<file path="config.mk">
export PLATFORM = sky130hd
export DESIGN_NAME = spi_master
export DESIGN_NICKNAME = d
export VERILOG_FILES = /design/src/rtl/spi_master.sv
export SDC_FILE = /design/constraint.sdc
export NUM_CORES = 1
export LEC_CHECK = 0
export ABC_AREA = 0
export BUFFER_PORTS_ARGS = -buffer_cell sky130_fd_sc_hd__buf_2
export CELL_PAD_IN_SITES_DETAIL_PLACEMENT = 2
export CELL_PAD_IN_SITES_GLOBAL_PLACEMENT = 2
export CORE_MARGIN = 2
export CORE_UTILIZATION = 35
export CTS_CLUSTER_DIAMETER = 100
export DETAILED_ROUTE_END_ITERATION = 12
export GPL_TIMING_DRIVEN = 0
export MAX_ROUTING_LAYER = met4
export PLACE_DENSITY = 0.89
export SLEW_MARGIN = 20
export SYNTH_ARGS = -nofsm -noshare
export SYNTH_HDL_FRONTEND = slang
export SYNTH_SLANG_ARGS = --single-unit
</file>
<file path="constraint.sdc">
create_clock -name clk -period 2.1 [get_ports clk]
set_input_delay 0.315 -clock clk [delete_from_list [all_inputs] [get_ports clk]]
set_output_delay 0.315 -clock clk [all_outputs]
set_load 0.05 [all_outputs]
</file>
<file path="src/rtl/spi_master.sv">
// SPI master: sends one WIDTH-bit word MSB-first on mosi and captures a word from miso.
// Define SPI_MASTER_LOOPBACK_EN to sample mosi instead of miso for a board self-test.
module spi_master #(
  parameter int WIDTH       = 32,
  parameter int HALF_PERIOD = 4,
  parameter int CS_GAP      = 2
) (
  input  logic             clk,
  input  logic             reset,
  input  logic             start,
  input  logic [WIDTH-1:0] d,
  input  logic             miso,
  output logic             sck,
  output logic             mosi,
  output logic             cs_n,
  output logic             busy,
  output logic             done,
  output logic [WIDTH-1:0] q
);

  localparam int TMAX = (HALF_PERIOD > CS_GAP) ? HALF_PERIOD : CS_GAP;
  localparam int TW   = (TMAX > 1) ? $clog2(TMAX) : 1;
  localparam int CW   = $clog2(WIDTH + 1);
  localparam logic [TW-1:0] HP_LAST  = TW'(HALF_PERIOD - 1);
  localparam logic [TW-1:0] GAP_LAST = TW'((CS_GAP > 0) ? CS_GAP - 1 : 0);
  localparam logic [CW-1:0] CNT_LAST = CW'(WIDTH - 1);

  typedef enum logic [2:0] {
    S_IDLE, S_SETUP, S_HIGH, S_LOW, S_HOLD, S_GAP
  } state_t;

  state_t           r_state;
  logic [TW-1:0]    r_tmr;
  logic [CW-1:0]    r_cnt;
  logic [WIDTH-1:0] r_tx;
  logic [WIDTH-1:0] r_rx;
  logic [WIDTH-1:0] r_q;
  logic             r_sck, r_mosi, r_cs_n, r_busy, r_done;
  logic             w_hp_end;
  logic             w_sample;

  assign w_hp_end = (r_tmr == HP_LAST);

`ifdef SPI_MASTER_LOOPBACK_EN
  assign w_sample = r_mosi;
`else
  assign w_sample = miso;
`endif

  always_ff @(posedge clk) begin
    if (reset) begin
      r_state <= S_IDLE;
      r_tmr   <= '0;
      r_cnt   <= '0;
      r_tx    <= '0;
      r_rx    <= '0;
      r_q     <= '0;
      r_sck   <= 1'b0;
      r_mosi  <= 1'b0;
      r_cs_n  <= 1'b1;
      r_busy  <= 1'b0;
      r_done  <= 1'b0;
    end else begin
      r_done <= 1'b0;
      case (r_state)
        S_IDLE: begin
          r_tmr <= '0;
          if (start) begin
            r_tx    <= d;
            r_rx    <= '0;
            r_cnt   <= '0;
            r_busy  <= 1'b1;
            r_cs_n  <= 1'b0;
            r_state <= S_SETUP;
          end
        end
        S_SETUP: begin
          if (w_hp_end) begin
            r_tmr   <= '0;
            r_sck   <= 1'b1;
            r_mosi  <= r_tx[WIDTH-1];
            r_tx    <= {r_tx[WIDTH-2:0], 1'b0};
            r_state <= S_HIGH;
          end else begin
            r_tmr <= r_tmr + TW'(1);
          end
        end
        S_HIGH: begin
          if (w_hp_end) begin
            r_tmr   <= '0;
            r_sck   <= 1'b0;
            r_rx    <= {r_rx[WIDTH-2:0], w_sample};
            r_state <= S_LOW;
          end else begin
            r_tmr <= r_tmr + TW'(1);
          end
        end
        S_LOW: begin
          if (w_hp_end) begin
            r_tmr <= '0;
            r_cnt <= r_cnt + CW'(1);
            // Last bit received: park sck low for the hold phase.
            if (r_cnt == CNT_LAST) begin
              r_state <= S_HOLD;
            end else begin
              r_sck   <= 1'b1;
              r_mosi  <= r_tx[WIDTH-1];
              r_tx    <= {r_tx[WIDTH-2:0], 1'b0};
              r_state <= S_HIGH;
            end
          end else begin
            r_tmr <= r_tmr + TW'(1);
          end
        end
        S_HOLD: begin
          if (w_hp_end) begin
            r_tmr  <= '0;
            r_q    <= r_rx;
            r_done <= 1'b1;
            r_cs_n <= 1'b1;
            r_mosi <= 1'b0;
            if (CS_GAP == 0) begin
              r_busy  <= 1'b0;
              r_state <= S_IDLE;
            end else begin
              r_state <= S_GAP;
            end
          end else begin
            r_tmr <= r_tmr + TW'(1);
          end
        end
        S_GAP: begin
          if (r_tmr == GAP_LAST) begin
            r_tmr   <= '0;
            r_busy  <= 1'b0;
            r_state <= S_IDLE;
          end else begin
            r_tmr <= r_tmr + TW'(1);
          end
        end
        default: r_state <= S_IDLE;
      endcase
    end
  end

  assign sck  = r_sck;
  assign mosi = r_mosi;
  assign cs_n = r_cs_n;
  assign busy = r_busy;
  assign done = r_done;
  assign q    = r_q;

endmodule

</file>
* Word level (Yosys, flattened, before mapping) *
Cells that the tools add are included.

word-level totals
  register bits after elaboration = 112
  input bits = 36
  output and inout bits = 37

operators by class
  reductions and logical operators = 20
  equal/unequal tests = 15
  bitwise logic cells = 1
  add/sub/neg operators = 2
  mux-type cells = 37

operators by type and width
  cell                   number
  $mux W32               6
  $pmux W32 S3           1
  $pmux W32 S2           1
  $mux W3                7
  $pmux W3 S6            1
  $reduce_and A5 Y1      3
  $ne A2 B2 Y1 const B   7
  $mux W6                2
  $pmux W6 S2            1
  $reduce_and A3 Y1      4
  $reduce_bool A3 Y1     4
  $mux W1                11
  $reduce_bool A2 Y1     4
  $add A6 B1 Y6 const B  1
  $eq A3 B2 Y1 const B   2
  $eq A3 B3 Y1 const B   2
  $eq A6 B5 Y1 const B   1
  $pmux W1 S3            2
  $pmux W2 S3            1
  $reduce_and A6 Y1      1
  $mux W2                2
  $pmux W1 S2            2
  $reduce_or A4 Y1       1
  $eq A3 B1 Y1 const B   1
  7 further kinds        7

* Logic depth before layout (Yosys ltp) *
Gate-level depths: netlist of run 1.

  depth in word-level cells = 4
  gate-level depth with buffers = 8
  gate-level depth less buffers = 6

* Least setup slack after synthesis of run 1 *
No wires, ideal clock.

  path type = register to register
  start point = register r_tmr[0]
  end point = register r_tx[22]
  period minus slack after synthesis = 1.706 ns
  arrival = 1.618 ns
  cell stages (with the launch flop) = 9
  setup slack = 0.394 ns
  path buffers = 3
  path through = dfxtp_1 -> ha_1 -> buf_2 -> mux2i_1 -> nor3_2 -> or2_1 -> buf_2 -> buf_6 -> a311oi_2

between the ends
  longest elaborated chain between the ends = 3
  elaborated cells on any way between the ends = 4

ends and longest elaborated chain
  item                             line  text
  start, declared                  33    logic [TW-1:0] r_tmr;
  start signal, assigned           85    r_tmr <= r_tmr + TW'(1);
  start signal, assigned           95    r_tmr <= r_tmr + TW'(1);
  start signal, assigned           112   r_tmr <= r_tmr + TW'(1);
  $eq A2 B2 Y1 (*)                 42    assign w_hp_end = (r_tmr == HP_LAST);
  net w_hp_end                     39    logic w_hp_end;
  $ne A2 B2 Y1 (no line)           -
  $reduce_and A5 Y1 (no line) (*)  -
  end signal, assigned             82    r_tx <= {r_tx[WIDTH-2:0], 1'b0};
  end signal, assigned             108   r_tx <= {r_tx[WIDTH-2:0], 1'b0};
  end, declared                    35    logic [WIDTH-1:0] r_tx;

Mark *: on every way through the listed nets, which the timed path passes. The rest lies on a longest branch.
A chain may end at the register's enable or synchronous reset.

* Worst setup path after layout of run 1 *
  start point = register r_tmr[0]
  end point = register r_rx[8]

between the ends
  longest elaborated chain between the ends = 3

ends and longest elaborated chain
  item                         line  text
  $eq A2 B2 Y1                 42
  net w_hp_end                 39
  $ne A2 B2 Y1 (no line)       -
  $reduce_and A3 Y1 (no line)  -
  end signal, assigned         92    r_rx <= {r_rx[WIDTH-2:0], w_sample};
  end, declared                36    logic [WIDTH-1:0] r_rx;

The timed path passes the listed nets, and every way through them passes these cells.

==> qor.txt, run 1 <==
Post-synth ARST share: 0%
Critical path class: reg -> reg
CP startpoint kind: register
P_int: 0.004087 W
Synth Area in Compound Gates: 25.51%
# diodes: 0
Crit path buffers/inverters: 3
Dpl cell area: 5211 sq um
Final worst path period share: 93.46%
Final ANT Viol Nets: 0
MaxCap Viol Count: 0
DPL Wire Length: 9.537 mm
Register area share after synthesis: 48.42%
WHS: 0.2539 ns
CTS clk-pin slew, worst paths: 0.08 ns
Total gr overflow: 0
XOR/XNOR Fraction of Synth Area: 0.7566%
Row count: 42
Worst min path class: in -> reg
Routed wl met2: 6.869 mm
Area grow syn2layout: 20.81%
Hold EP: r_tx[1]
CTS sink cnt: 112
Post-route cell area: 5594 sq um
Met3 wire length: 550 um
Number of enable flip-flop cells after synthesis: 0
Clock Latency Late Sink: 0.36 ns
Hold Fails Final Rpt: 0
CP max FO: 10
Outcome: finished clean
Synth unique cells: 44
Top Ports: 73
Reg-to-Reg Start: r_tmr[0]
Clock Path Buffers: 2
Static Leak: 2.163 nW
Wire per inst: 17.91 um
Synth Cell Area: 4631 sq um
Simple-gate portion of the synthesized area: 17.43%
Yosys top cell area share: 48.42%
Synth Area in Adders: 1.081%
DRC errors left: 0
Top sig layer: met4
Nets@finish: 598
Worst hold path depth: 3
Yosys warnings: 0
Die span in y: 119.0 um
GP Congestion: 0.8104
Sequential fraction of design power: 39.4%
IO Port Bufs: 72
Most common cell after layout, fill and taps aside: dfxtp_1
Slowest stage cell, crit path: dfxtp_2
Global-route wire length before repair: 22.16 mm
Setup violators final: 0
Vias in the first global route: 4355
Least-Margin Pin Slew: 0.7512 ns
Hold bufs inserted after CTS: 0
Cell chain of the critical path: ha_1 -> buf_4 -> mux2i_1 -> or3_1 -> clkbuf_1 -> clkbuf_2 -> a22oi_1 -> nor2_1
Reg2reg path depth: 8
CP endpoint kind: register
CTS tree: yes
Crit path DAT: 2.19 ns
Antenna violations before repair: 0
Pwr dens: 1137 nW/um^2
Multiplexer share of the synthesized area: 1.540%
H-tree depth: 3
R2r setup slk: 0.14 ns
Synth area leader: dfxtp_1
Utilization after layout: 42.75%
Minimum clock period: 1.963 ns
Iter 0 DRT Violations: 164
Clock skew: 0.009725 ns
Routed wire length: 13.24 mm
Main combinational cell family by area after synthesis: compound AO/OA/AOI/OAI gates
Share of cells above drive strength 1: 27.89%
Worst Min Path Start: d[1]
Unrepaired setup endpoints after global routing: no
P_sw: 0.002271 W
Fillcell total: 1412
Register bit total from synthesis: 112
Vias: 3925
Top cells by area, synth: dfxtp_1 (48%), a311oi_2 (9.4%), a22o_1 (6.1%), nand2_1 (5.3%), a22oi_1 (5.2%)
Core Region: 13090 sq um
Delay-heaviest family, CP: buffers and inverters
Syn_area_per_cell: 9.749 sq um
Worst rel slew slack: 49.92%
Most used DFF post-synth: dfxtp_1
Clock power frac: 29.7%
Req. time, crit path: 2.33 ns
Slowest stage delay, CP: 0.38 ns
Peak supply drop: 459.8 uV
GRT Util Overall: 19.95%
Switching part of the total: 35.72%
CTS Buf Count: 9
Largest net degree at the start of global routing: 23
FMAX: 509.5 MHz
Synth Net Count: 515
Clock root buffer: clkbuf_16
Die ar.: 14170 sq um
Final slew viol count: 0
Post-Syn Instances: 475
Worst r2r dst: r_rx[8]
Metal-1 WL: 5.654 mm
Length of the first detailed-routing pass in iterations: 4
Combinational Power Share: 30.9%
Most frequent cells in the layout: dfxtp_1 (111), buf_2 (79), nand2_1 (66), nor2_1 (47), nor3_1 (37)
Initial Util: 35.39%
Die Wd: 119.0 um
Vias per Instance: 5.311
-- state kept, by name (all words and copies together) (netlist names) --
| register | flops |
|---|---|
| q | 32 |
| r_rx | 32 |
| r_tx | 32 |
| r_cnt | 6 |
| r_state | 3 |
| r_tmr | 2 |
| busy | 1 |
| cs_n | 1 |
| done | 1 |
| mosi | 1 |
| sck | 1 |
-- metrics by stage --
stage | setup slack (ns) | total power [W] | setup TNS, ns | std cells
after detailed placement | -0.1147 | 0.004456 | -2.373 | 723
final | 0.1374 | 0.006358 | 0 | 739
after CTS | -0.005364 | 0.006382 | -0.008348 | 740
after global routing | 0.002701 | 0.006708 | 0 | 739
after floorplan | 0.3937 | 0.003967 | 0 | 475
after global placement | -0.01109 | 0.004326 | -0.02730 | 723
-- cell families after synthesis --
group	Yosys count
xor+xnor	4
buf+inv	50
flops	112
fa+ha+maj	4
simple gates	178
mux	7
compound gates	120
-- synthesized netlist by cell type, types with 2 or more instances --
cell type	count
ha_1	4
clkbuf_1	30
nor3_1	37
a31oi_1	2
nor2b_1	3
nand2b_1	7
mux2i_1	6
a211oi_1	3
buf_6	6
a22oi_1	32
buf_2	9
nor2_1	48
o21ai_0	2
o21ai_1	3
dfxtp_1	112
a311oi_2	29
nand2_1	66
nor3b_1	2
nor3_2	2
a311oi_1	3
nand3b_1	2
a22o_1	32
inv_1	4
a21oi_1	4
nand3_1	3
xnor2_1	4
a211oi_2	3
-- per-layer routing --
layer	track usage, %	vias up
met5	-	-
met4	4.018	0
met3	4.406	12
met2	36.35	81
met1	22.41	1938
li1	-	1894
-- power by group through the flow --
stage | Clock, W | Combinational, W | Sequential (W)
after global placement | 0 | 0.00179 | 0.00253
after detailed placement | 0 | 0.00190 | 0.00255
final | 0.00189 | 0.00196 | 0.00251
after global routing | 0.00201 | 0.00216 | 0.00254
after floorplan | 0 | 0.00140 | 0.00256
after CTS | 0.00192 | 0.00195 | 0.00251
-- cell type report --
class                      instances  area [sq um]  share of cell area (%)
multi-input combinational        313          2175                   38.87
inverter                           4         15.01                  0.2684
tap                              176         220.2                   3.936
sequential                       112          2243                   40.10
clock inverter                     7         102.6                   1.834
timing repair buffer              73         367.9                   6.576
clock buffer                       9         225.2                   4.026
buffer                            45         245.2                   4.384
-- tightest hold or removal path, cell delays in order --
cell and delay [ns]:
buf_2 0.10, nand2_1 0.06, a311oi_1 0.09
-- what timing repair did --
item | CTS | global route
pin swaps | 1 | 1
buffers inserted | 1 | 0
gates resized for setup | 8 | 20
setup endpoints to repair | 54 | 93
-- worst max path at each step --
stage | endpoint | from | depth (start not counted)
floorplan | r_tx[22] | r_tmr[0] | 8
global route | r_tx[9] | r_cnt[0] | 6
CTS | r_rx[15] | r_tmr[0] | 8
detailed placement | r_tx[21] | r_tmr[0] | 7
global placement | r_tx[21] | r_tmr[0] | 7
finish | r_rx[8] | r_tmr[0] | 8
Power figures use the tool's default switching activity.
==> run 2, diff against run 1 <==
BUFFER_PORTS_ARGS = -buffer_cell sky130_fd_sc_hd__buf_4   (was -buffer_cell sky130_fd_sc_hd__buf_2)
GPL_TIMING_DRIVEN = default   (was 0)
==> run 2 against run 1 <==
  * Global-route usage down 0.41 points
  * Sequential power up 2%
  * Non-clock buffer count down 30
  * Clock skew down 0.0010 ns
  * Register-to-register slack better by 0.02 ns
  * Sequential share of layout area down 0.24 points
  * Highest routed layer unchanged
==> qor.txt, run 2 (synthesized netlist as in run 1, its figures left out) <==
Worst min path class: in -> reg (unchanged)
Largest net degree at the start of global routing: 34 (was 23)
Combinational Power Share: 30.4% (was 30.9%)
Clock Latency Late Sink: 0.36 ns (about the same)
Routed wire length: 13.20 mm (was 13.24 mm)
GP Congestion: 0.8389 (was 0.8104)
# diodes: 0 (unchanged)
CP startpoint kind: register (unchanged)
Length of the first detailed-routing pass in iterations: 4 (unchanged)
Final non-filler cell total: 709 (was 739)
Reg2reg path depth: 6 (was 8)
Static Leak: 2.090 nW (was 2.163 nW)
Post-CTS setup buffers: 0 (was 1)
Nets@finish: 568 (was 598)
Post-route setup slack: 0.1576 ns (was 0.1374 ns)
GRT Util Overall: 19.54% (was 19.95%)
CP endpoint kind: register (unchanged)
Worst hold path depth: 3 (unchanged)
Clock power frac: 27.4% (was 29.7%)
Crit path buffers/inverters: 1 (was 3)
Switching part of the total: 36.07% (was 35.72%)
IO Port Bufs: 72 (unchanged)
CP max FO: 31 (was 10)
CTS Buf Count: 9 (unchanged)
Core Region: 13090 sq um (unchanged)
Worst rel slew slack: 72.36% (was 49.92%)
Critical Path Stages: 6 (was 8)
Critical path class: reg -> reg (unchanged)
Slowest stage cell, crit path: dfxtp_1 (was dfxtp_2)
Hold Fails Final Rpt: 0 (unchanged)
Fillcell total: 1399 (was 1412)
P_sw: 0.002182 W (was 0.002271 W)
Delay-heaviest family, CP: flip-flops (was buffers and inverters)
Final worst path period share: 92.49% (was 93.46%)
CTS clk-pin slew, worst paths: 0.08 ns (about the same)
Minimum clock period: 1.942 ns (was 1.963 ns)
Vias per Instance: 5.341 (was 5.311)
Wire per inst: 18.61 um (was 17.91 um)
CTS sink cnt: 112 (unchanged)
Die ar.: 14170 sq um (unchanged)
Final ANT Viol Nets: 0 (unchanged)
Initial Util: 35.39% (unchanged)
Placed cell count: 693 (was 723)
Global-route wire length before repair: 21.48 mm (was 22.16 mm)
Clock root buffer: clkbuf_16 (unchanged)
Final slew viol count: 0 (unchanged)
FMAX: 514.8 MHz (was 509.5 MHz)
Top Ports: 73 (unchanged)
Die span in y: 119.0 um (unchanged)
Most common cell after layout, fill and taps aside: dfxtp_1 (unchanged)
DPL Wire Length: 9.169 mm (was 9.537 mm)
H-tree depth: 3 (unchanged)
P_int: 0.003867 W (was 0.004087 W)
MaxCap Viol Count: 0 (unchanged)
Most frequent cells in the layout: dfxtp_1 (112), buf_4 (86), nand2_1 (66), nor2_1 (47), nor3_1 (37) (was dfxtp_1 (111), buf_2 (79), nand2_1 (66), nor2_1 (47), nor3_1 (37))
Die Wd: 119.0 um (unchanged)
Clock skew: 0.008707 ns (was 0.009725 ns)
Area grow syn2layout: 21.45% (was 20.81%)
Share of cells above drive strength 1: 27.39% (was 27.89%)
Peak supply drop: 456.4 uV (was 459.8 uV)
Row count: 42 (unchanged)
Slowest stage delay, CP: 0.42 ns (was 0.38 ns)
Vias: 3787 (was 3925)
WHS: 0.2238 ns (was 0.2539 ns)
Req. time, crit path: 2.36 ns (was 2.33 ns)
Least-Margin Pin Slew: 0.4147 ns (was 0.7512 ns)
Iter 0 DRT Violations: 195 (was 164)
CTS tree: yes (unchanged)
Pwr dens: 1075 nW/um^2 (was 1137 nW/um^2)
Outcome: finished clean (unchanged)
Sequential fraction of design power: 42.2% (was 39.4%)
Clock Path Buffers: 2 (unchanged)
Crit path DAT: 2.21 ns (was 2.19 ns)
Setup violators final: 0 (unchanged)
Cell chain of the critical path: ha_2 -> mux2i_1 -> nor3_4 -> buf_4 -> nor3_1 -> a311oi_2 (was ha_1 -> buf_4 -> mux2i_1 -> or3_1 -> clkbuf_1 -> clkbuf_2 -> a22oi_1 -> nor2_1)
DRC errors left: 0 (unchanged)
Total gr overflow: 0 (unchanged)
Antenna violations before repair: 0 (unchanged)
Place WS: 0.1138 ns (was -0.1147 ns)
Vias in the first global route: 4214 (was 4355)
==> run 2: cell types whose count changed in the layout (fill, tap and decap cells not counted), sizes merged <==
cell	previous run	this run
clkinvlp	0	2
inv	9	7
bufinv	1	0
clkbuf	39	10
==> run 2: metal layers <==
metal  GRT usage (%)  vias up  part of all wire [%]
met5               -        -                     0
met4           7.440        0                   2.0
met3           3.640       20                   3.8
met2           34.84       83                    53
met1           21.58     1860                    41
li1                -     1824                     -
==> run 2: cell type report <==
class	instances	area (sq um)	area share (%)
Multi-Input combinational cell	313	2180	38.75
Clock inverter	6	52.55	0.9344
Tap cell	176	220.2	3.915
Sequential cell	112	2242	39.87
Inverter	4	15.01	0.2670
Timing Repair Buffer	88	685.7	12.19
Clock buffer	10	229.0	4.071
==> run 2: worst paths after layout <==
| kind | slack, ns | startpoint | endpoint |
|---|---|---|---|
| hold / removal | 0.22 | miso | r_rx[0] |
| setup reg to reg | 0.16 | r_tmr[0] | r_tx[3] |
| hold reg to reg | 0.48 | cs_n | cs_n |
| setup / recovery | 0.16 | r_tmr[0] | r_tx[3] |
==> run 2: metrics by stage <==
stage	instance area, sq um	TNS, ns	util (%)	total power, W
after floorplan	4631	0	-	0.003967
after global placement	5331	0	40.74	0.004264
after detailed placement	5331	0	40.74	0.004425
after CTS	5613	0	42.90	0.006107
after global routing	5624	-0.05648	42.98	0.006399
final	5624	0	42.98	0.006048
==> run 2: worst min-delay path: cells and delay by family <==
| kind | cells | cell delay, ns |
|---|---|---|
| compound gates | 1 | 0.07 |
| simple gates | 1 | 0.08 |
| buf+inv | 1 | 0.08 |
==> run 2: repair_timing <==
action                     CTS  global route
gates resized for setup      0             3
setup endpoints to repair    0            51
hold buffers                 0             0
==> run 2: power groups by stage <==
stage	Sequential, W	Combinational [W]	Clock, W
floorplan	0.00256	0.00140	0
global placement	0.00256	0.00170	0
detailed placement	0.00259	0.00184	0
CTS	0.00255	0.00185	0.00171
global route	0.00258	0.00202	0.00180
finish	0.00255	0.00184	0.00166
==> run 3, diff against run 2 <==
CORE_ASPECT_RATIO = 2   (was default)
==> run 3 against run 2 <==
  * Sequential share of layout area about the same
  * Flip-flop and latch count unchanged
  * Core utilization increased by 0.29 points
  * Wire length increased by 0.31%
  * Combinational power about the same
  * Clock power increased by 2%
  * Sequential power about the same
  * Clock-buffer cell count decreased by 1
  * Largest power group unchanged
==> qor.txt, run 3 (synthesized netlist as in run 1, its figures left out) <==
Peak supply drop: 551.0 uV (was 456.4 uV)
Unrepaired setup endpoints after global routing: no
Top Ports: 73 (unchanged)
Setup violators final: 0 (unchanged)
Worst rel slew slack: 66.70% (was 72.36%)
Vias per Instance: 5.703 (was 5.341)
Largest net degree at the start of global routing: 34 (unchanged)
Clock root buffer: clkbuf_16 (unchanged)
Wire per inst: 19.27 um (was 18.61 um)
Routed wire length: 13.24 mm (was 13.20 mm)
WHS: 0.2408 ns (was 0.2238 ns)
Die span in y: 166.7 um (was 119.0 um)
CTS tree: yes (unchanged)
Least-Margin Pin Slew: 0.4988 ns (was 0.4147 ns)
GRT Util Overall: 19.44% (was 19.54%)
Worst min path class: in -> reg (unchanged)
Final slew viol count: 0 (unchanged)
Total gr overflow: 0 (unchanged)
FMAX: 516.0 MHz (was 514.8 MHz)
Core Region: 12990 sq um (was 13090 sq um)
DRC errors left: 0 (unchanged)
Pwr dens: 1082 nW/um^2 (was 1075 nW/um^2)
Die Wd: 85.34 um (was 119.0 um)
Die ar.: 14220 sq um (was 14170 sq um)
Place WS: 0.2240 ns (was 0.1138 ns)
Final worst path period share: 92.29% (was 92.49%)
Critical path class: reg -> reg (unchanged)
Hold Fails Final Rpt: 0 (unchanged)
CP endpoint kind: register (unchanged)
Setup TNS: 0 ns (unchanged)
Req. time, crit path: 2.36 ns (about the same)
Post-CTS sizing: 0 (unchanged)
Vias: 3918 (was 3787)
Area grow syn2layout: 21.40% (was 21.45%)
Global-route wire length before repair: 21.83 mm (was 21.48 mm)
Length of the first detailed-routing pass in iterations: 4 (unchanged)
MaxCap Viol Count: 0 (unchanged)
Row count: 59 (was 42)
GP Congestion: 0.7648 (was 0.8389)
Vias in the first global route: 4267 (was 4214)
Most common cell after layout, fill and taps aside: dfxtp_1 (unchanged)
Initial Util: 35.64% (was 35.39%)
Clock Path Buffers: 2 (unchanged)
Post-CTS setup buffers: 0 (unchanged)
Antenna violations before repair: 0 (unchanged)
Most frequent cells in the layout: dfxtp_1 (112), buf_4 (87), nand2_1 (66), nor2_1 (47), nor3_1 (37) (was dfxtp_1 (112), buf_4 (86), nand2_1 (66), nor2_1 (47), nor3_1 (37))
CTS sink cnt: 112 (unchanged)
Outcome: finished clean (unchanged)
Iter 0 DRT Violations: 101 (was 195)
Post-route setup slack: 0.1620 ns (was 0.1576 ns)
Minimum clock period: 1.938 ns (was 1.942 ns)
CTS clk-pin slew, worst paths: 0.08 ns (about the same)
Final ANT Viol Nets: 0 (unchanged)
IO Port Bufs: 72 (unchanged)
Share of cells above drive strength 1: 27.29% (was 27.39%)
CTS Buf Count: 9 (unchanged)
# diodes: 0 (unchanged)
Static Leak: 2.121 nW (was 2.090 nW)
Nets@finish: 570 (was 568)
CP startpoint kind: register (unchanged)
Hold bufs inserted after CTS: 0 (unchanged)
Clock Latency Late Sink: 0.35 ns (was 0.36 ns)
Clock skew: 0.008187 ns (was 0.008707 ns)
H-tree depth: 3 (unchanged)
DPL Wire Length: 9.251 mm (was 9.169 mm)
CP max FO: 31 (unchanged)
Crit path DAT: 2.20 ns (was 2.21 ns)
run 3: changes by cell type in the layout (fill, tap and decap cells not counted), sizes merged:
cell and delta:
clkbuf -1, clkinv +1, inv +2, clkinvlp -2, buf +2
run 3: per-stage QoR:
step | power (W) | cells | instance area [sq um] | utilization [%]
after floorplan | 0.003967 | 475 | 4631 | -
after global placement | 0.004284 | 671 | 5329 | 41.02
after detailed placement | 0.004429 | 671 | 5329 | 41.02
after CTS | 0.006182 | 687 | 5622 | 43.27
after global routing | 0.006419 | 687 | 5622 | 43.27
final | 0.006084 | 687 | 5622 | 43.27
run 3: layout make-up:
cell class	count	area (sq um)
clock buffers	9	225.2
clock inverters	7	67.56
fillers	1390	7371
inverters	4	15.01
multi-input cells	313	2168
flip-flops and latches	112	2242
well taps	152	190.2
repair buffers	90	713.2
run 3: path summary, 6_finish.rpt:
path	start	endpoint	slack (ns)	cells after the start
worst max-delay path	r_tmr[0]	r_tx[8]	0.16	6
worst min-delay path	reset	r_tx[2]	0.24	2
worst max register to register	r_tmr[0]	r_tx[8]	0.16	6
worst min register to register	q[31]	q[31]	0.48	1
run 3: layer usage:
layer	routed length, um	vias up	global-route usage (%)
li1	-	1832	-
met1	4901	1974	19.82
met2	7636	87	36.72
met3	408	25	2.626
met4	291	0	6.901
met5	0	-	-
run 3: worst max-delay path: stages (launching register included):
cell and delay [ns]:
dfxtp_1 0.42, ha_1 0.33, mux2i_1 0.20, nor3_4 0.17, buf_4 0.35, nor3_1 0.12, a311oi_2 0.26
run 3: where the power goes:
| group | switching, W | internal (W) | total [W] | leakage (nW) |
|---|---|---|---|---|
| clock network | 0.000860 | 0.000841 | 0.00170 | 0.146 |
| logic | 0.00113 | 0.000692 | 0.00182 | 1.07 |
| registers | 0.000202 | 0.00236 | 0.00256 | 0.910 |
| total | 0.00219 | 0.00389 | 0.00608 | 2.12 |
